### src/rtl/reg_dump_sequencer.sv
// Post-halt register dump: walks the register bank via its debug read port and streams each word out as bytes, LSB first.
// Latency: first byte offered 3 cycles after i_start; BPW+3 cycles per register when the TX side never stalls.
// Backpressure: i_tx_ready low freezes the offered byte and valid; every output is decoded from registered state.
module reg_dump_sequencer #(
    parameter int NB_DATA = 32,
    parameter int NB_REG  = 5,
    parameter int N_REGS  = 32,
    parameter int NB_BYTE = 8
) (
    input  logic               i_clock,
    input  logic               i_reset,
    input  logic               i_start,
    input  logic               i_abort,
    input  logic [NB_DATA-1:0] i_reg_data,
    input  logic               i_tx_ready,
    output logic               o_br_enable,
    output logic [NB_REG-1:0]  o_br_addr,
    output logic [NB_BYTE-1:0] o_tx_data,
    output logic               o_tx_valid,
    output logic               o_busy,
    output logic               o_done
);

    localparam int BPW    = NB_DATA / NB_BYTE;
    localparam int NB_IDX = (BPW > 1) ? $clog2(BPW) : 1;
    localparam logic [NB_IDX-1:0] LAST_IDX  = NB_IDX'(BPW - 1);
    localparam logic [NB_REG-1:0] LAST_ADDR = NB_REG'(N_REGS - 1);

    typedef enum logic [2:0] {
        IDLE,
        SELECT,
        LATCH,
        SEND,
        NEXT,
        DONE
    } state_t;

    state_t              state;
    state_t              state_nxt;
    logic [NB_REG-1:0]   addr;
    logic [NB_DATA-1:0]  word;
    logic [NB_IDX-1:0]   byte_idx;

    always_ff @(posedge i_clock or posedge i_reset) begin
        if (i_reset) begin
            state <= IDLE;
        end else begin
            state <= state_nxt;
        end
    end

    always_comb begin
        state_nxt = state;
        case (state)
            IDLE:    if (i_start) state_nxt = SELECT;
            SELECT:  state_nxt = LATCH;
            LATCH:   state_nxt = SEND;
            SEND:    if (i_tx_ready && (byte_idx == LAST_IDX)) state_nxt = NEXT;
            NEXT:    state_nxt = (addr == LAST_ADDR) ? DONE : SELECT;
            DONE:    state_nxt = IDLE;
            default: state_nxt = IDLE;
        endcase
        if (i_abort) begin
            state_nxt = IDLE;
        end
    end

    // The word register shifts right on each accepted byte, so the offered byte is always its low slice.
    always_ff @(posedge i_clock or posedge i_reset) begin
        if (i_reset) begin
            addr     <= '0;
            word     <= '0;
            byte_idx <= '0;
        end else if (i_abort) begin
            addr     <= '0;
            word     <= '0;
            byte_idx <= '0;
        end else begin
            case (state)
                LATCH: begin
                    word     <= i_reg_data;
                    byte_idx <= '0;
                end
                SEND: begin
                    if (i_tx_ready) begin
                        word     <= word >> NB_BYTE;
                        byte_idx <= byte_idx + NB_IDX'(1);
                    end
                end
                NEXT: begin
                    if (addr != LAST_ADDR) begin
                        addr <= addr + NB_REG'(1);
                    end
                end
                DONE: begin
                    addr     <= '0;
                    word     <= '0;
                    byte_idx <= '0;
                end
                default: ;
            endcase
        end
    end

    assign o_br_enable = (state == SELECT) || (state == LATCH) || (state == SEND) || (state == NEXT);
    assign o_br_addr   = addr;
    assign o_tx_valid  = (state == SEND);
    assign o_tx_data   = (state == SEND) ? word[NB_BYTE-1:0] : '0;
    assign o_busy      = (state != IDLE);
    assign o_done      = (state == DONE);

endmodule

### config.mk
export PLATFORM = sky130hd
export DESIGN_NAME = reg_dump_sequencer
export DESIGN_NICKNAME = d
export VERILOG_FILES = /design/src/rtl/reg_dump_sequencer.sv
export SDC_FILE = /design/constraint.sdc
export NUM_CORES = 1
export LEC_CHECK = 0
export CELL_PAD_IN_SITES_DETAIL_PLACEMENT = 1
export CELL_PAD_IN_SITES_GLOBAL_PLACEMENT = 1
export CORE_UTILIZATION = 37
export DETAILED_ROUTE_END_ITERATION = 8
export PLACE_DENSITY = 0.73
export SETUP_SLACK_MARGIN = 0.4
export SYNTH_ARGS = -nofsm -noshare
export SYNTH_HDL_FRONTEND = slang
export SYNTH_SLANG_ARGS = --single-unit
### constraint.sdc
create_clock -name i_clock -period 1.67 [get_ports i_clock]
set_input_delay 0.334 -clock i_clock [delete_from_list [all_inputs] [get_ports i_clock]]
set_output_delay 0.334 -clock i_clock [all_outputs]
set_load 0.1 [all_outputs]
# Word-level counts from Yosys, hierarchy flattened
# Cells that the tools add are included.
dict set report word_totals {
  reg_bits 42
  latch_bits 0
  ramBits 0
  mem_bits_ro 0
  in_bits 37
  wordCells 47
  n_memories 0
}
dict set report classes {
  addsub 2
  n_mul 0
  div_mod_pow 0
  order_cmp 0
  eq_ne 12
  n_shift 0
  mux 15
  n_bitwise 0
  n_reduce_logical 14
}
# op n
set ops {}
lappend ops {{32-bit one-hot mux with 3 select lines} 1}
lappend ops {{32-bit two-way mux} 2}
lappend ops {{3-bit one-hot mux with 5 select lines} 1}
lappend ops {{3-bit two-way mux} 4}
lappend ops {{5-bit two-way mux} 2}
lappend ops {{5-bit one-hot mux with 2 select lines} 1}
lappend ops {{3-bit inequality test, second input constant} 3}
lappend ops {{3-bit nonzero test} 3}
lappend ops {{8-bit two-way mux} 1}
lappend ops {{2-bit AND reduction} 4}
lappend ops {{3-bit by 2-bit equality test with 1-bit output, second input constant} 2}
lappend ops {{3-bit equality test, second input constant} 2}
lappend ops {{5-bit by 1-bit adder with 5-bit output, second input constant} 1}
lappend ops {{5-bit equality test, second input constant} 1}
lappend ops {{5-bit inequality test, second input constant} 1}
lappend ops {{2-bit two-way mux} 2}
lappend ops {{2-bit one-hot mux with 2 select lines} 1}
lappend ops {{4-bit nonzero test} 1}
lappend ops {{3-bit by 1-bit equality test with 1-bit output, second input constant} 1}
lappend ops {{3-bit zero test} 1}
lappend ops {{1-bit logical OR} 3}
lappend ops {{3-bit by 2-bit inequality test with 1-bit output, second input constant} 1}
lappend ops {{2-bit by 1-bit adder with 2-bit output, second input constant} 1}
lappend ops {{2-bit equality test, second input constant} 1}
lappend ops {{other kinds (2)} 2}

# Depth between registers and ports, before layout
dict set report logic_depth {
  ltp_word 5
  depth_mapped 6
}

# Least setup slack after synthesis
# OpenSTA, ideal clock, no wires.
dict set report synth_timing {
  path_type {register -> output}
  startpoint {reg state[2]}
  endpoint {out o_tx_data[0]}
  arrival_time_ps 2574
  required_ps 1336
  path_slack_ps -1238
  stages_incl_launch_ff 5
  path_buffers 2
  cell_sequence {dfrtp_1 -> buf_6 -> and3b_1 -> clkbuf_1 -> and2_1}
}
dict set report synth_between {
  elab_chain_len 2
}
# element line
set synth_lines {}
lappend synth_lines {{start: declaration} 38} ;# state_t state;
lappend synth_lines {{start signal: assignment} 48} ;# state <= state_nxt;
lappend synth_lines {{3-bit by 2-bit equality test with 1-bit output} --}
lappend synth_lines {{via o_tx_valid} 19} ;# output logic o_tx_valid,
lappend synth_lines {{8-bit two-way mux} 108} ;# assign o_tx_data = (state == SEND) ? word[NB_BYTE-1:0] : '0;
lappend synth_lines {{end: declaration} 18} ;# output logic [NB_BYTE-1:0] o_tx_data,
# The timed path passes the listed nets, and every way through them passes these cells.

# Worst setup path after layout
dict set report layout_timing {
  startpoint {reg addr[0] (netlist: o_br_addr[0])}
  endpoint {reg addr[1] (netlist: o_br_addr[1])}
}
dict set report layout_between {
  elab_chain_len 4
  word_cells_on_any_way 7
}
# element line
set layout_lines {}
lappend layout_lines {{start: declaration} 40} ;# logic [NB_REG-1:0] addr;
lappend layout_lines {{start signal: assignment} 92} ;# addr <= addr + NB_REG'(1);
lappend layout_lines {{5-bit by 1-bit adder with 5-bit output} 92}
lappend layout_lines {{5-bit two-way mux} 91} ;# if (addr != LAST_ADDR) begin
lappend layout_lines {{5-bit one-hot mux with 2 select lines} 79} ;# case (state)
lappend layout_lines {{5-bit two-way mux} 74} ;# end else if (i_abort) begin
# Several ways; a longest one is shown, not always the timed one. The select of a mux whose other input is x is not followed.
# A chain may end at the register's enable or synchronous reset.

==> results by group <==
Power
  • Pwr dens: 565 nW/µm²
  • Internal cell power: 2010 µW
  • Sw Ratio: 0.376
  • Sw power: 1210 µW
  • Maximum vdd ir drop: 0.421 mV
  • Sequential Power Share: 0.354
  • Pleak: 0.00220 µW
  • Clock power frac: 0.240
  • Total chip power: between 3000 and 4000 µW
  • Combinational share of power: 0.405

Run
  • Max_cap viols: 0

Critical path
  • Worst-case reg-to-reg path depth: 8
  • Reg2reg end: o_br_addr[1]
  • Type of destination of the critical path: register
  • Worst r2r src: o_br_addr[0]
  • Critical Path Source Type: register
  • Reg2Reg Setup Slack: -290 ps
  • Max Fanout on Critical Path: 3
  • Critical Path RT: between 1500 and 2000 ps
  • Critical path class: register to register
  • Worst path arrival time: 2200 ps

Status
  • Failing checks: setup timing
  • Status: complete, but fails checks

Yosys
  • Area contributors post-synth: dfrtp_1 (36%), a221oi_2 (9.7%), o31ai_2 (8.5%), o2111ai_1 (7.4%), nor3b_1 (6.4%)
  • Most common cell in the synthesized netlist: dfrtp_1
  • Most frequent cells after synthesis: dfrtp_1 (42), nor2b_1 (27), nor3b_1 (25), o2111ai_1 (25), o31ai_2 (20)
  • Largest family of logic cells by synthesized area: compound AO/OA/AOI/OAI gates
  • Synth Warn #: 0
  • Syn_area_per_cell: 10.9 µm²
  • Cell taking the most area after synthesis: dfrtp_1
  • Syn Std Cell Area: between 2000 and 3000 µm²
  • Yosys reg bits: 42
  • Main synth FF type: dfrtp_1
  • Simple-gate share of the synthesized area: 0.201
  • Mux contribution to synthesized area: 0
  • Syn Nets: 310
  • Seq/Total Area, Yosys: 0.357
  • Yosys cell types: 41
  • Xor-xnor portion of the synthesized cell area: 0.00298
  • Fraction of registers with async set/reset: 1.00
  • Post-synth EDFFs: 0
  • Compound-Gate Fraction of Synth Area: 0.352
  • Number of cells produced by synthesis: 270
  • Adder-Cell Fraction of Synth Area: 0.0128
  • Synth top area share: 0.357

Die
  • Core box area: 7730 µm²
  • I/O Pins: 54
  • Row count: 32
  • Initial cell density of the core: 0.381
  • Die height: 91.2 µm
  • Full die area: between 8000 and 9000 µm²
  • Die X-Extent: between 90 and 100 µm

STA
  • Setup violations, final: 53
  • Tmin final: between 1500 and 2000 ps
  • RSZ-0062 raised after global routing: yes
  • Hold Vio Cnt, Final: 0
  • Sum Neg Setup Slack: -7660 ps
  • Max Fclk: 511 MHz
  • Layout Skew: 8.72 ps
  • Final Worst Setup Slack: -289 ps
  • Pins over their slew limit: 0
  • Worst slew pin tran: between 500 and 600 ps
  • Slew margin rel.: 0.655
  • Fin crit share: 1.17

CTS
  • H-Tree Depth: 2
  • # hold bufs at CTS: 0
  • Clock sink total: 42
  • Clk buf depth: 2
  • Clock transition at path regs: roughly 90 ps
  • CTS tree: done
  • Skew-Pair Late Insertion Delay: between 300 and 400 ps
  • TritonCTS Buffers: 5
  • Root buf cell: clkbuf_8

Detailed routing
  • Drt initial violations: 290
  • DR DRC count: 0
  • Via density per instance: 6.92
  • First-pass DRT Iterations: 5
  • Drt total wl: 17.6 mm
  • Antenna-violating nets left: 0
  • Wire length per cell: 35.5 µm
  • Vias post-DR: 3423

Final layout
  • Area occupied by multi-input gates: ~2600 µm²
  • Layout Nets: 432
  • Post-Layout Cell Count: around 500
  • Diode count: 0
  • Post-route cell area: about 5700 µm²
  • Fill cells: 677
  • Area grow syn2layout: 93.2%
  • Register area: 1070 µm²
  • Layout cells sized above 1: 0.664

Placed design
  • Area after DPL: 3990 µm²
  • Placed instance count: 415
  • DPL Wire Length: 5.37 mm
  • Final GP Congestion: 0.765
  • IO Port Bufs: 53

Global route
  • Initial antenna violation count: 0
  • First-pass GRT wire length: 20.4 mm
  • GRT Overall Usage: 0.330
  • Number of global-route vias before repair: about 3400
  • Total grt overflow: 0
  • Largest net degree at the start of global routing: 43

Worst hold path
  • Hold Path Class: input port to asynchronous set/reset pin
[kinds of logic after synthesis]
| group | count (synthesis) |
|---|---|
| AOI/OAI and AO/OA | 99 |
| xor gates and xnor gates | 1 |
| buffers and inverters | 39 |
| and+or+nand+nor | 86 |
| adders and majority gates | 3 |
| DFF | 42 |
[power by group through the flow]
stage / Sequential (µW) / Clock [µW] / Combinational [µW]
finish: 1140 / 772 / 1300
global route: 1140 / 802 / 1340
CTS: 1120 / 749 / 1030
detailed placement: 1130 / 0 / 739
global placement: 1130 / 0 / 721
floorplan: 1120 / 0 / 539
[placed cells by master (no fill, tap or decap), types with 4 or more instances in the layout]
cell | synthesis | final
buf_6 | 7 | 31
o31ai_4 | 0 | 7
o31ai_2 | 20 | 17
dfrtp_2 | 0 | 6
dfrtp_1 | 42 | 34
nor2b_2 | 0 | 5
a21bo_4 | 0 | 4
o2111ai_1 | 25 | 9
clkdlybuf4s50_1 | 0 | 35
a221oi_2 | 19 | 4
nor2b_1 | 27 | 20
and2_4 | 0 | 12
buf_12 | 0 | 30
o2111ai_2 | 0 | 16
a22o_1 | 8 | 8
nor3b_2 | 0 | 18
a221oi_4 | 0 | 20
clkbuf_8 | 0 | 6
nor3b_4 | 0 | 6
nand2_1 | 5 | 4
buf_4 | 2 | 33
o21a_4 | 1 | 4
[worst max-delay path by stage]
stage	from	endpoint	slack (ps)	cells after the start
4_1_cts	o_br_addr[0]	o_br_addr[3]	-150	6
5_1_grt	o_br_addr[1]	o_br_addr[3]	-300	6
6_report	o_br_addr[0]	o_br_addr[1]	-290	8
2_1_floorplan	o_br_addr[0]	o_br_addr[3]	-270	6
3_3_place_gp	o_br_addr[1]	o_br_addr[4]	-110	7
3_5_place_dp	i_tx_ready	word[23]	-150	4
[final cells by class]
class,count,share of cell area
Inverter,4,0.00396
Clock inverter,2,0.00220
Sequential cell,42,0.187
Timing Repair Buffer,138,0.307
Clock buffer,6,0.0145
Multi-Input combinational cell,201,0.462
Tap cell,102,0.0224
[routing by layer]
metal,global-route usage,share of wire,vias to the layer above
li1,-,-,1340
met5,0,0,-
met4,0.181,0.052,0
met3,0.0586,0.063,76
met1,0.389,0.39,1791
met2,0.566,0.49,216
[flip-flops by register name, indices dropped and copies added (netlist names)]
signal / flops
state: 3
byte_idx: 2
word: 32
o_br_addr: 5
[metrics by stage]
step                utilization  hold slack (ps)  setup WS, ps
global route              0.736              449          -303
CTS                       0.653              423          -148
finish                    0.736              411          -289
detailed placement        0.516              492          -148
floorplan                     -              325          -273
global placement          0.516              482          -112
[worst max-delay path, cell delays in order (launching register included)]
cell     delay (ps)
dfrtp_4         520
ha_4            180
and3_4          150
ha_4            170
buf_6           110
buf_6           120
nor3b_4         280
nand3_1         160
a21oi_2         190
[what timing repair did]
item	4_1_cts	5_1_grt
endpoints found under the setup margin	58	59
buffers inserted	33	21
gates cloned	15	3
pin swaps	68	27
gates resized for setup	98	61
Note: power is estimated with default switching activity, not from simulation.
